File: config.mk
export PLATFORM = sky130hd
export DESIGN_NAME = design1_wrapper
export DESIGN_NICKNAME = d
export VERILOG_FILES = /design/src/rtl/design1_wrapper.sv
export SDC_FILE = /design/constraint.sdc
export NUM_CORES = 1
export LEC_CHECK = 0
export ABC_AREA = 0
export CAP_MARGIN = 40
export CORE_ASPECT_RATIO = 0.7
export CORE_MARGIN = 4
export CORE_UTILIZATION = 48
export DETAILED_ROUTE_END_ITERATION = 8
export PLACE_DENSITY = 0.84
export SLEW_MARGIN = 10
export SYNTH_ARGS = -nofsm -noshare
export SYNTH_HDL_FRONTEND = slang
export SYNTH_SLANG_ARGS = --single-unit
export TNS_END_PERCENT = 20
File: constraint.sdc
create_clock -name sys_clock -period 2.57 [get_ports sys_clock]
set_input_delay 0.6425 -clock sys_clock [delete_from_list [all_inputs] [get_ports sys_clock]]
set_output_delay 0.6425 -clock sys_clock [all_outputs]
set_load 0.05 [all_outputs]
File: src/rtl/design1_wrapper.sv
// FSIC system wrapper: peripheral reset sequencer, Caravel boot/status emulation
// and a 64 KB AXI4-Lite register window driving the user-project I/O bus.
module design1_wrapper #(
    parameter logic [31:0] BASE_ADDR       = 32'h6000_0000,
    parameter int          RST_HOLD_CYCLES = 16,
    parameter int          BOOT_CYCLES     = 1024
) (
    input  logic        sys_clock,
    input  logic        sys_reset,
    input  logic        resetb_0,
    output logic        periph_aresetn,
    input  logic [31:0] s_axi_awaddr,
    input  logic        s_axi_awvalid,
    output logic        s_axi_awready,
    input  logic [31:0] s_axi_wdata,
    input  logic [3:0]  s_axi_wstrb,
    input  logic        s_axi_wvalid,
    output logic        s_axi_wready,
    output logic [1:0]  s_axi_bresp,
    output logic        s_axi_bvalid,
    input  logic        s_axi_bready,
    input  logic [31:0] s_axi_araddr,
    input  logic        s_axi_arvalid,
    output logic        s_axi_arready,
    output logic [31:0] s_axi_rdata,
    output logic [1:0]  s_axi_rresp,
    output logic        s_axi_rvalid,
    input  logic        s_axi_rready,
    output logic [37:0] mprj_o
);
    // Boot FSM states
    //   state    | meaning
    //   ST_RESET | core held: peripheral reset active or resetb_0 low
    //   ST_BOOT  | firmware boot timer running
    //   ST_READY | firmware ready, mprj_o[37:36] = 2'b11
    typedef enum logic [1:0] {ST_RESET, ST_BOOT, ST_READY} state_e;

    localparam int          RW       = $clog2(RST_HOLD_CYCLES + 1);
    localparam int          BW       = $clog2(BOOT_CYCLES + 1);
    localparam logic [13:0] OFF_CTRL = 14'h1C00;
    localparam logic [13:0] OFF_DATA = 14'h1400;
    localparam logic [1:0]  RESP_OK  = 2'b00;
    localparam logic [1:0]  RESP_DEC = 2'b11;

    logic [RW-1:0] hold_cnt_q;
    logic          periph_q;
    logic          rstb_meta_q, rstb_sync_q;
    state_e        state_q, state_d;
    logic [BW-1:0] boot_cnt_q;
    logic [1:0]    boot_status;

    logic          aw_done_q, w_done_q, bvalid_q;
    logic [31:2]   awaddr_q;
    logic [31:0]   wdata_q;
    logic [3:0]    wstrb_q;
    logic [1:0]    bresp_q;
    logic [1:0]    ctrl_q;
    logic [31:0]   data_q;
    logic          rvalid_q;
    logic [31:0]   rdata_q, rd_data;
    logic [1:0]    rresp_q, rd_resp;
    logic          aw_hs, w_hs, ar_hs, wr_in_win, rd_in_win;
    logic          unused_addr_lsbs;

    assign unused_addr_lsbs = ^{s_axi_awaddr[1:0], s_axi_araddr[1:0]};

    always_ff @(posedge sys_clock) begin
        if (sys_reset) begin
            hold_cnt_q <= RW'(RST_HOLD_CYCLES);
            periph_q   <= 1'b0;
        end else if (hold_cnt_q != '0) begin
            hold_cnt_q <= hold_cnt_q - RW'(1);
        end else begin
            periph_q   <= 1'b1;
        end
    end

    always_ff @(posedge sys_clock) begin
        if (sys_reset) begin
            rstb_meta_q <= 1'b0;
            rstb_sync_q <= 1'b0;
        end else begin
            rstb_meta_q <= resetb_0;
            rstb_sync_q <= rstb_meta_q;
        end
    end

    always_ff @(posedge sys_clock) begin
        if (sys_reset) state_q <= ST_RESET;
        else           state_q <= state_d;
    end

    // Timer reloads every cycle spent in ST_RESET, so BOOT always sees a full count.
    always_ff @(posedge sys_clock) begin
        if (sys_reset)                                boot_cnt_q <= '0;
        else if (state_q == ST_RESET)                 boot_cnt_q <= BW'(BOOT_CYCLES - 1);
        else if (state_q == ST_BOOT && boot_cnt_q != '0) boot_cnt_q <= boot_cnt_q - BW'(1);
    end

    always_comb begin
        state_d = state_q;
        if (!periph_q || !rstb_sync_q) begin
            state_d = ST_RESET;
        end else begin
            case (state_q)
                ST_RESET: state_d = ST_BOOT;
                ST_BOOT:  if (boot_cnt_q == '0) state_d = ST_READY;
                ST_READY: state_d = ST_READY;
                default:  state_d = ST_RESET;
            endcase
        end
    end

    always_comb begin
        boot_status = 2'b00;
        if (state_q == ST_READY) boot_status = 2'b11;
    end

    assign s_axi_awready = periph_q & ~aw_done_q & ~bvalid_q;
    assign s_axi_wready  = periph_q & ~w_done_q & ~bvalid_q;
    assign s_axi_bvalid  = periph_q & bvalid_q;
    assign s_axi_bresp   = bresp_q;
    assign aw_hs         = s_axi_awvalid & s_axi_awready;
    assign w_hs          = s_axi_wvalid & s_axi_wready;
    assign wr_in_win     = (awaddr_q[31:16] == BASE_ADDR[31:16]);

    always_ff @(posedge sys_clock) begin
        if (sys_reset) begin
            aw_done_q <= 1'b0;
            w_done_q  <= 1'b0;
            bvalid_q  <= 1'b0;
            awaddr_q  <= '0;
            wdata_q   <= '0;
            wstrb_q   <= '0;
            bresp_q   <= RESP_OK;
            ctrl_q    <= '0;
            data_q    <= '0;
        end else begin
            if (aw_hs) begin
                aw_done_q <= 1'b1;
                awaddr_q  <= s_axi_awaddr[31:2];
            end
            if (w_hs) begin
                w_done_q <= 1'b1;
                wdata_q  <= s_axi_wdata;
                wstrb_q  <= s_axi_wstrb;
            end
            if (aw_done_q && w_done_q) begin
                aw_done_q <= 1'b0;
                w_done_q  <= 1'b0;
                bvalid_q  <= 1'b1;
                bresp_q   <= wr_in_win ? RESP_OK : RESP_DEC;
                if (wr_in_win && awaddr_q[15:2] == OFF_CTRL && wstrb_q[0]) ctrl_q <= wdata_q[1:0];
                if (wr_in_win && awaddr_q[15:2] == OFF_DATA) begin
                    for (int i = 0; i < 4; i++) begin
                        if (wstrb_q[i]) data_q[8*i +: 8] <= wdata_q[8*i +: 8];
                    end
                end
            end else if (bvalid_q && s_axi_bready) begin
                bvalid_q <= 1'b0;
            end
        end
    end

    assign s_axi_arready = periph_q & ~rvalid_q;
    assign s_axi_rvalid  = periph_q & rvalid_q;
    assign s_axi_rdata   = rdata_q;
    assign s_axi_rresp   = rresp_q;
    assign ar_hs         = s_axi_arvalid & s_axi_arready;
    assign rd_in_win     = (s_axi_araddr[31:16] == BASE_ADDR[31:16]);

    always_comb begin
        rd_data = '0;
        rd_resp = RESP_OK;
        if (!rd_in_win)                          rd_resp = RESP_DEC;
        else if (s_axi_araddr[15:2] == OFF_CTRL) rd_data = {30'b0, ctrl_q};
        else if (s_axi_araddr[15:2] == OFF_DATA) rd_data = data_q;
    end

    always_ff @(posedge sys_clock) begin
        if (sys_reset) begin
            rvalid_q <= 1'b0;
            rdata_q  <= '0;
            rresp_q  <= RESP_OK;
        end else if (ar_hs) begin
            rvalid_q <= 1'b1;
            rdata_q  <= rd_data;
            rresp_q  <= rd_resp;
        end else if (rvalid_q && s_axi_rready) begin
            rvalid_q <= 1'b0;
        end
    end

    assign periph_aresetn = periph_q;
    assign mprj_o         = {boot_status, 26'b0, data_q[7:0], ctrl_q};

endmodule

[Word-level counts from Yosys, hierarchy flattened]
Cells that the tools add are included.
Cells by class
  reductions and logical operators: 25
  equal/unequal tests: 9
  mux-type cells: 14
  $add $sub $neg: 2
  bitwise operators: 14
Operator list (number)
  two-way mux 32 bit: 3
  equality test 14 x 13 -> 1 bit (second input constant): 4
  equality test 16 x 15 -> 1 bit (second input constant): 2
  two-way mux 10 bit: 2
  AND reduction 3 bit: 4
  zero test 11 bit: 1
  nonzero test 11 bit: 1
  subtractor 11 x 1 -> 11 bit (second input constant): 1
  AND 1 bit: 10
  two-way mux 2 bit: 4
  logical AND 1 bit: 7
  one-hot mux 2 bit (3 select lines): 1
  nonzero test 2 bit: 3
  OR reduction 2 bit: 3
  nonzero test 5 bit: 1
  subtractor 5 x 1 -> 5 bit (second input constant): 1
  two-way mux 1 bit: 4
  NOT 1 bit: 4
  equality test 2 x 1 -> 1 bit (second input constant): 1
  equality test 2 bit (second input constant): 1
  zero test 1 bit: 2
  zero test 2 bit: 1
  != test 2 x 1 -> 1 bit (second input constant): 1
  AND reduction 2 bit: 1
  logical OR 1 bit: 1
Storage, ports and cells
  output and inout bits: 80
  register bits: 161
  input port bits: 108
  logic and storage cells: 86

[Depth between registers and ports, before layout]
Gate-level depths: netlist of the first run.
  depth after elaboration: 4
  depth in mapped cells: 6
  mapped depth without buffers: 6

[Worst setup path before layout of the first run]
No wires, ideal clock.
  path kind: register to register
  from: reg periph_q, in the netlist periph_aresetn
  to: reg wdata_q[25]
  data required time: 2.438 ns
  library setup time: 0.132 ns
  path buffers: 1
  period minus slack after synthesis: 3.010 ns
  arrival time: 2.878 ns
  stages on the path, launching flop included: 6
  path slack: -0.440 ns
  cells stage by stage: dfxtp_1 nor3b_1 nand2_1 clkbuf_1 nand2_1 a21oi_1
On the way
  word-level cells in the longest chain between the ends: 3
RTL lines
  start: declaration: line 46  | logic periph_q;
  start signal: assignment: line 70  | periph_q <= 1'b0;
  start signal: assignment: line 74  | periph_q <= 1'b1;
  AND 1 bit (2 in series): line 120  | assign s_axi_wready = periph_q & ~w_done_q & ~bvalid_q;
  named net s_axi_wready: line 18  | output logic s_axi_wready,
  AND 1 bit: line 124  | assign w_hs = s_axi_wvalid & s_axi_wready;
  end signal: assignment: line 145  | wdata_q <= s_axi_wdata;
  end: declaration: line 54  | logic [31:0] wdata_q;
The timed path passes the listed nets, and every way through them passes these cells.
A chain may end at the register's enable or synchronous reset.

[Final worst setup path of the first run]
  from: reg state_q[0]
  to: out mprj_o[36]
On the way
  word-level cells in the longest chain between the ends: 2
RTL lines
  start: declaration: line 48  | state_e state_q, state_d;
  start signal: assignment: line 90  | else state_q <= state_d;
  equality test 2 bit: line 116  | if (state_q == ST_READY) boot_status = 2'b11;
  two-way mux 2 bit: line 116
  end: declaration: line 29  | output logic [37:0] mprj_o
No other way between the ends.

==> results by group, run 1 <==
Run status
  – Status: finished clean

Layout
  – Area Overhead vs Synth: 33.1%
  – Layout cells sized above 1: 7.57%
  – Number of nets in the layout: 1,051
  – Ant diodes: 0
  – Final Non-Filler Cells: 1,141
  – Fillcell total: 1,165
  – Fin util: 65.4%

Clock network
  – CTS tree: done
  – Clock buffer count from CTS: 17
  – Post-cts sizing count: 1
  – Setup bufs post-CTS: 0
  – Htree depth: 4
  – Hold-fix buffers at CTS: 0
  – Max clock buf depth: 2
  – Root buffer cell: clkbuf_16
  – Clock transition at the registers of the reported paths: 0.07 ns
  – CTS sink cnt: 159
  – Clk_lat worst skew: 0.41 ns

Setup path
  – Crit-path cells: inv_1 -> ha_1 -> clkdlybuf4s50_1
  – CP peak stage delay: 0.80 ns
  – Reg2reg setup slack: 0.51 ns
  – Data required, critical path: 1.93 ns
  – Kind of end point of the critical path: output pin
  – Largest fanout on the critical path: 3
  – Kind of start point of the critical path: flip-flop
  – Data arrival, critical path: about 1.8 ns
  – CP max-delay cell: clkdlybuf4s50_1
  – Critical path class: reg -> out

Placement
  – Gpl congestion: around 0.84
  – Dpl hpwl: 12.0 mm
  – Dpl cells: 1,109
  – Port Buffers: 157

STA
  – Final setup TNS: 0 ns
  – Min cycle time layout: 2.46 ns
  – Setup violators final: 0
  – Final Max Slew Viols: 0
  – RSZ-0062 raised after global routing: false
  – Worst-Margin Slew: between 0.6 and 0.7 ns
  – Fmax: 407 MHz
  – Final Skew: 0.00948 ns
  – Fin crit share: between 90% and 100%
  – Slew margin rel.: 59.7%
  – Min Hold Slack: 0.451 ns
  – Final hold violations: 0

Synth
  – Instance count of the mapped netlist: 809
  – Share of flip-flops with an asynchronous set or reset: 0%
  – Main flop type after synthesis: dfxtp_1
  – Synth Register Bits: 159
  – Largest family of logic cells by synthesized area: simple AND/OR/NAND/NOR gates
  – Cell variety after synth: 48
  – Post-synthesis sequential area ratio: a little under half
  – Post-synthesis mux area share: 5.76%
  – Yosys warnings: 0
  – Post-Synth XOR/XNOR Area: 0.768%
  – Compound-gate portion of the synthesized area: under 10%
  – Simple-gate portion of the synthesized area: between 20% and 30%
  – Synth Area in Adders: less than 1%
  – Synthesized area: 0.00684 mm^2
  – Post-synth EDFFs: 0
  – Mapped Avg Cell Area: roughly 8.5 um^2

Drt
  – Final antenna-violating net count: 0
  – WL per Instance: about 15 um
  – First-pass detailed-route iteration total: 5
  – DR vias: 5,789
  – WL final: 16.9 mm
  – Post-route DRC: 0
  – DRT iter0 DRCs: between 300 and 400
  – Detail-routed via count per cell: 5.07

Die
  – Cell Rows: 36
  – Die span in x: 151 um
  – I/O pins: 188
  – CORE AREA: 0.0139 mm^2
  – Die height: 108 um
  – Starting Density: between 40% and 50%
  – Die ar.: 0.0163 mm^2

GRT
  – Largest net degree at the start of global routing: slightly above 50
  – Initial antenna violation count: 1
  – First-pass GRT wire length: between 20 and 30 mm
  – Grt ovf: 0
  – Global-route usage over all layers: 20.7%
  – Vias in the first global route: 5,406

Power and ir drop
  – Lkg Pwr: 3.08 nW
  – VDD IR-drop max: around 0.4 mV
  – Final Power: 6.19 mW
  – PD cells: 680 mW/mm^2

Run
  – MaxCap Viol Count: 0

Worst hold path
  – Hold WC Path Type: reg -> reg
==> path summary, 6_finish.rpt <==
path,cells after the start,end,from
hold reg to reg,2,s_axi_rdata[31],s_axi_rdata[31]
setup / recovery,3,mprj_o[36],state_q[0]
setup reg to reg,6,boot_cnt_q[9],state_q[1]
hold / removal,2,s_axi_rdata[31],s_axi_rdata[31]
==> routing by layer <==
layer	vias up	GRT usage (%)	share of wire, %
li1	2916	-	-
met1	2662	29.1	46
met2	189	30.7	44
met3	20	6.82	9.0
met4	2	4.85	0.98
met5	-	0	0.047
==> cell type report <==
class                      count  area (um^2)  share of cell area, %
clock buffer                  17          425                   4.67
clock inverter                15          196                   2.16
inverter                      10         37.5                  0.412
multi-input combinational    574         3250                   35.7
sequential                   159         3180                   35.0
tap                          190          238                   2.61
timing repair buffer         176         1770                   19.5
==> report_power, final <==
| group | switching (mW) | leakage (nW) | internal (mW) |
|---|---|---|---|
| Sequential | 0.0892 | 1.29 | 2.59 |
| Combinational | 0.494 | 1.50 | 0.369 |
| Clock | 1.08 | 0.296 | 1.56 |
| Total | 1.66 | 3.08 | 4.53 |
==> critical path: cells and delay by family (launching register included) <==
| kind | cells | cell delay [ns] |
|---|---|---|
| adders and majority gates | 1 | 0.17 |
| DFF | 1 | 0.33 |
| buffers and inverters | 2 | 0.89 |
==> state kept, by name, summed over array words and instances (netlist names) <==
signal          cells
aw_done_q           1
awaddr_q           30
boot_cnt_q         11
bvalid_q            1
ctrl_q              2
data_q             32
hold_cnt_q          5
periph_aresetn      1
rstb_meta_q         1
rstb_sync_q         1
rvalid_q            1
s_axi_bresp         1
s_axi_rdata        32
s_axi_rresp         1
state_q             2
w_done_q            1
wdata_q            32
wstrb_q             4
==> cells by family (layout without fill, tap and decap cells) <==
logic type	after synthesis	after routing
xor+xnor	6	6
fa+ha+maj	5	5
flops	159	159
compound gates	127	127
other cells	1	26
buf+inv	101	218
simple gates	371	371
mux	39	39
==> cell usage after synthesis, types with 2 or more instances <==
| library cell | instances | area, um^2 |
|---|---|---|
| a211oi_1 | 2 | 15.0 |
| a21o_1 | 2 | 15.0 |
| a21oi_1 | 113 | 566 |
| a31oi_1 | 3 | 18.8 |
| and2_1 | 4 | 25.0 |
| buf_1 | 2 | 7.51 |
| buf_2 | 10 | 50.1 |
| buf_4 | 37 | 278 |
| clkbuf_1 | 42 | 158 |
| dfxtp_1 | 159 | 3180 |
| ha_1 | 5 | 62.6 |
| inv_1 | 9 | 33.8 |
| mux2_2 | 3 | 33.8 |
| mux2i_1 | 36 | 360 |
| nand2_1 | 170 | 638 |
| nand2b_1 | 69 | 432 |
| nand3b_1 | 2 | 15.0 |
| nand4_1 | 34 | 213 |
| nor2_1 | 12 | 45.0 |
| nor2b_1 | 34 | 213 |
| nor3_1 | 8 | 40.0 |
| nor3b_1 | 3 | 22.5 |
| nor4_1 | 7 | 43.8 |
| nor4b_1 | 6 | 52.6 |
| nor4b_2 | 2 | 30.0 |
| o21ai_0 | 3 | 15.0 |
| or2_2 | 3 | 18.8 |
| or4_1 | 4 | 30.0 |
| xnor2_1 | 6 | 52.6 |
==> stage by stage <==
step	worst slack, ns	cell area (um^2)
global route	0.0204	9100
CTS	0.00361	9100
global placement	0.205	8480
finish	0.113	9100
floorplan	-0.263	6940
detailed placement	0.138	8480
==> cells in the final DEF (no fill, tap or decap), drive strengths merged, types with 2 or more instances in the layout <==
| master | instances |
|---|---|
| nand2 | 170 |
| dfxtp | 159 |
| clkdlybuf4s50 | 151 |
| a21oi | 113 |
| nand2b | 69 |
| mux2i | 36 |
| nor2b | 34 |
| nand4 | 34 |
| conb | 26 |
| buf | 22 |
| clkbuf | 17 |
| inv | 17 |
| nor2 | 12 |
| nor3 | 9 |
| nor4 | 9 |
| nor4b | 8 |
| xnor2 | 6 |
| ha | 5 |
| and2 | 4 |
| or4 | 4 |
| mux2 | 3 |
| or2 | 3 |
| o21ai | 3 |
| a31oi | 3 |
| bufinv | 3 |
| clkinvlp | 3 |
| nor3b | 3 |
| a211oi | 2 |
| nand3b | 2 |
| a21o | 2 |
| dlymetal6s2s | 2 |
| or3b | 2 |
| clkinv | 2 |
(Power assumes the default switching activity.)
==> inputs of run 2 (changes only) <==
ABC_CLOCK_PERIOD_IN_PS = 2570   (was unset)
SLEW_MARGIN = unset   (was 10)
==> results of run 2 <==
No change in the layout: final DEF, timing and power equal those of run 1.
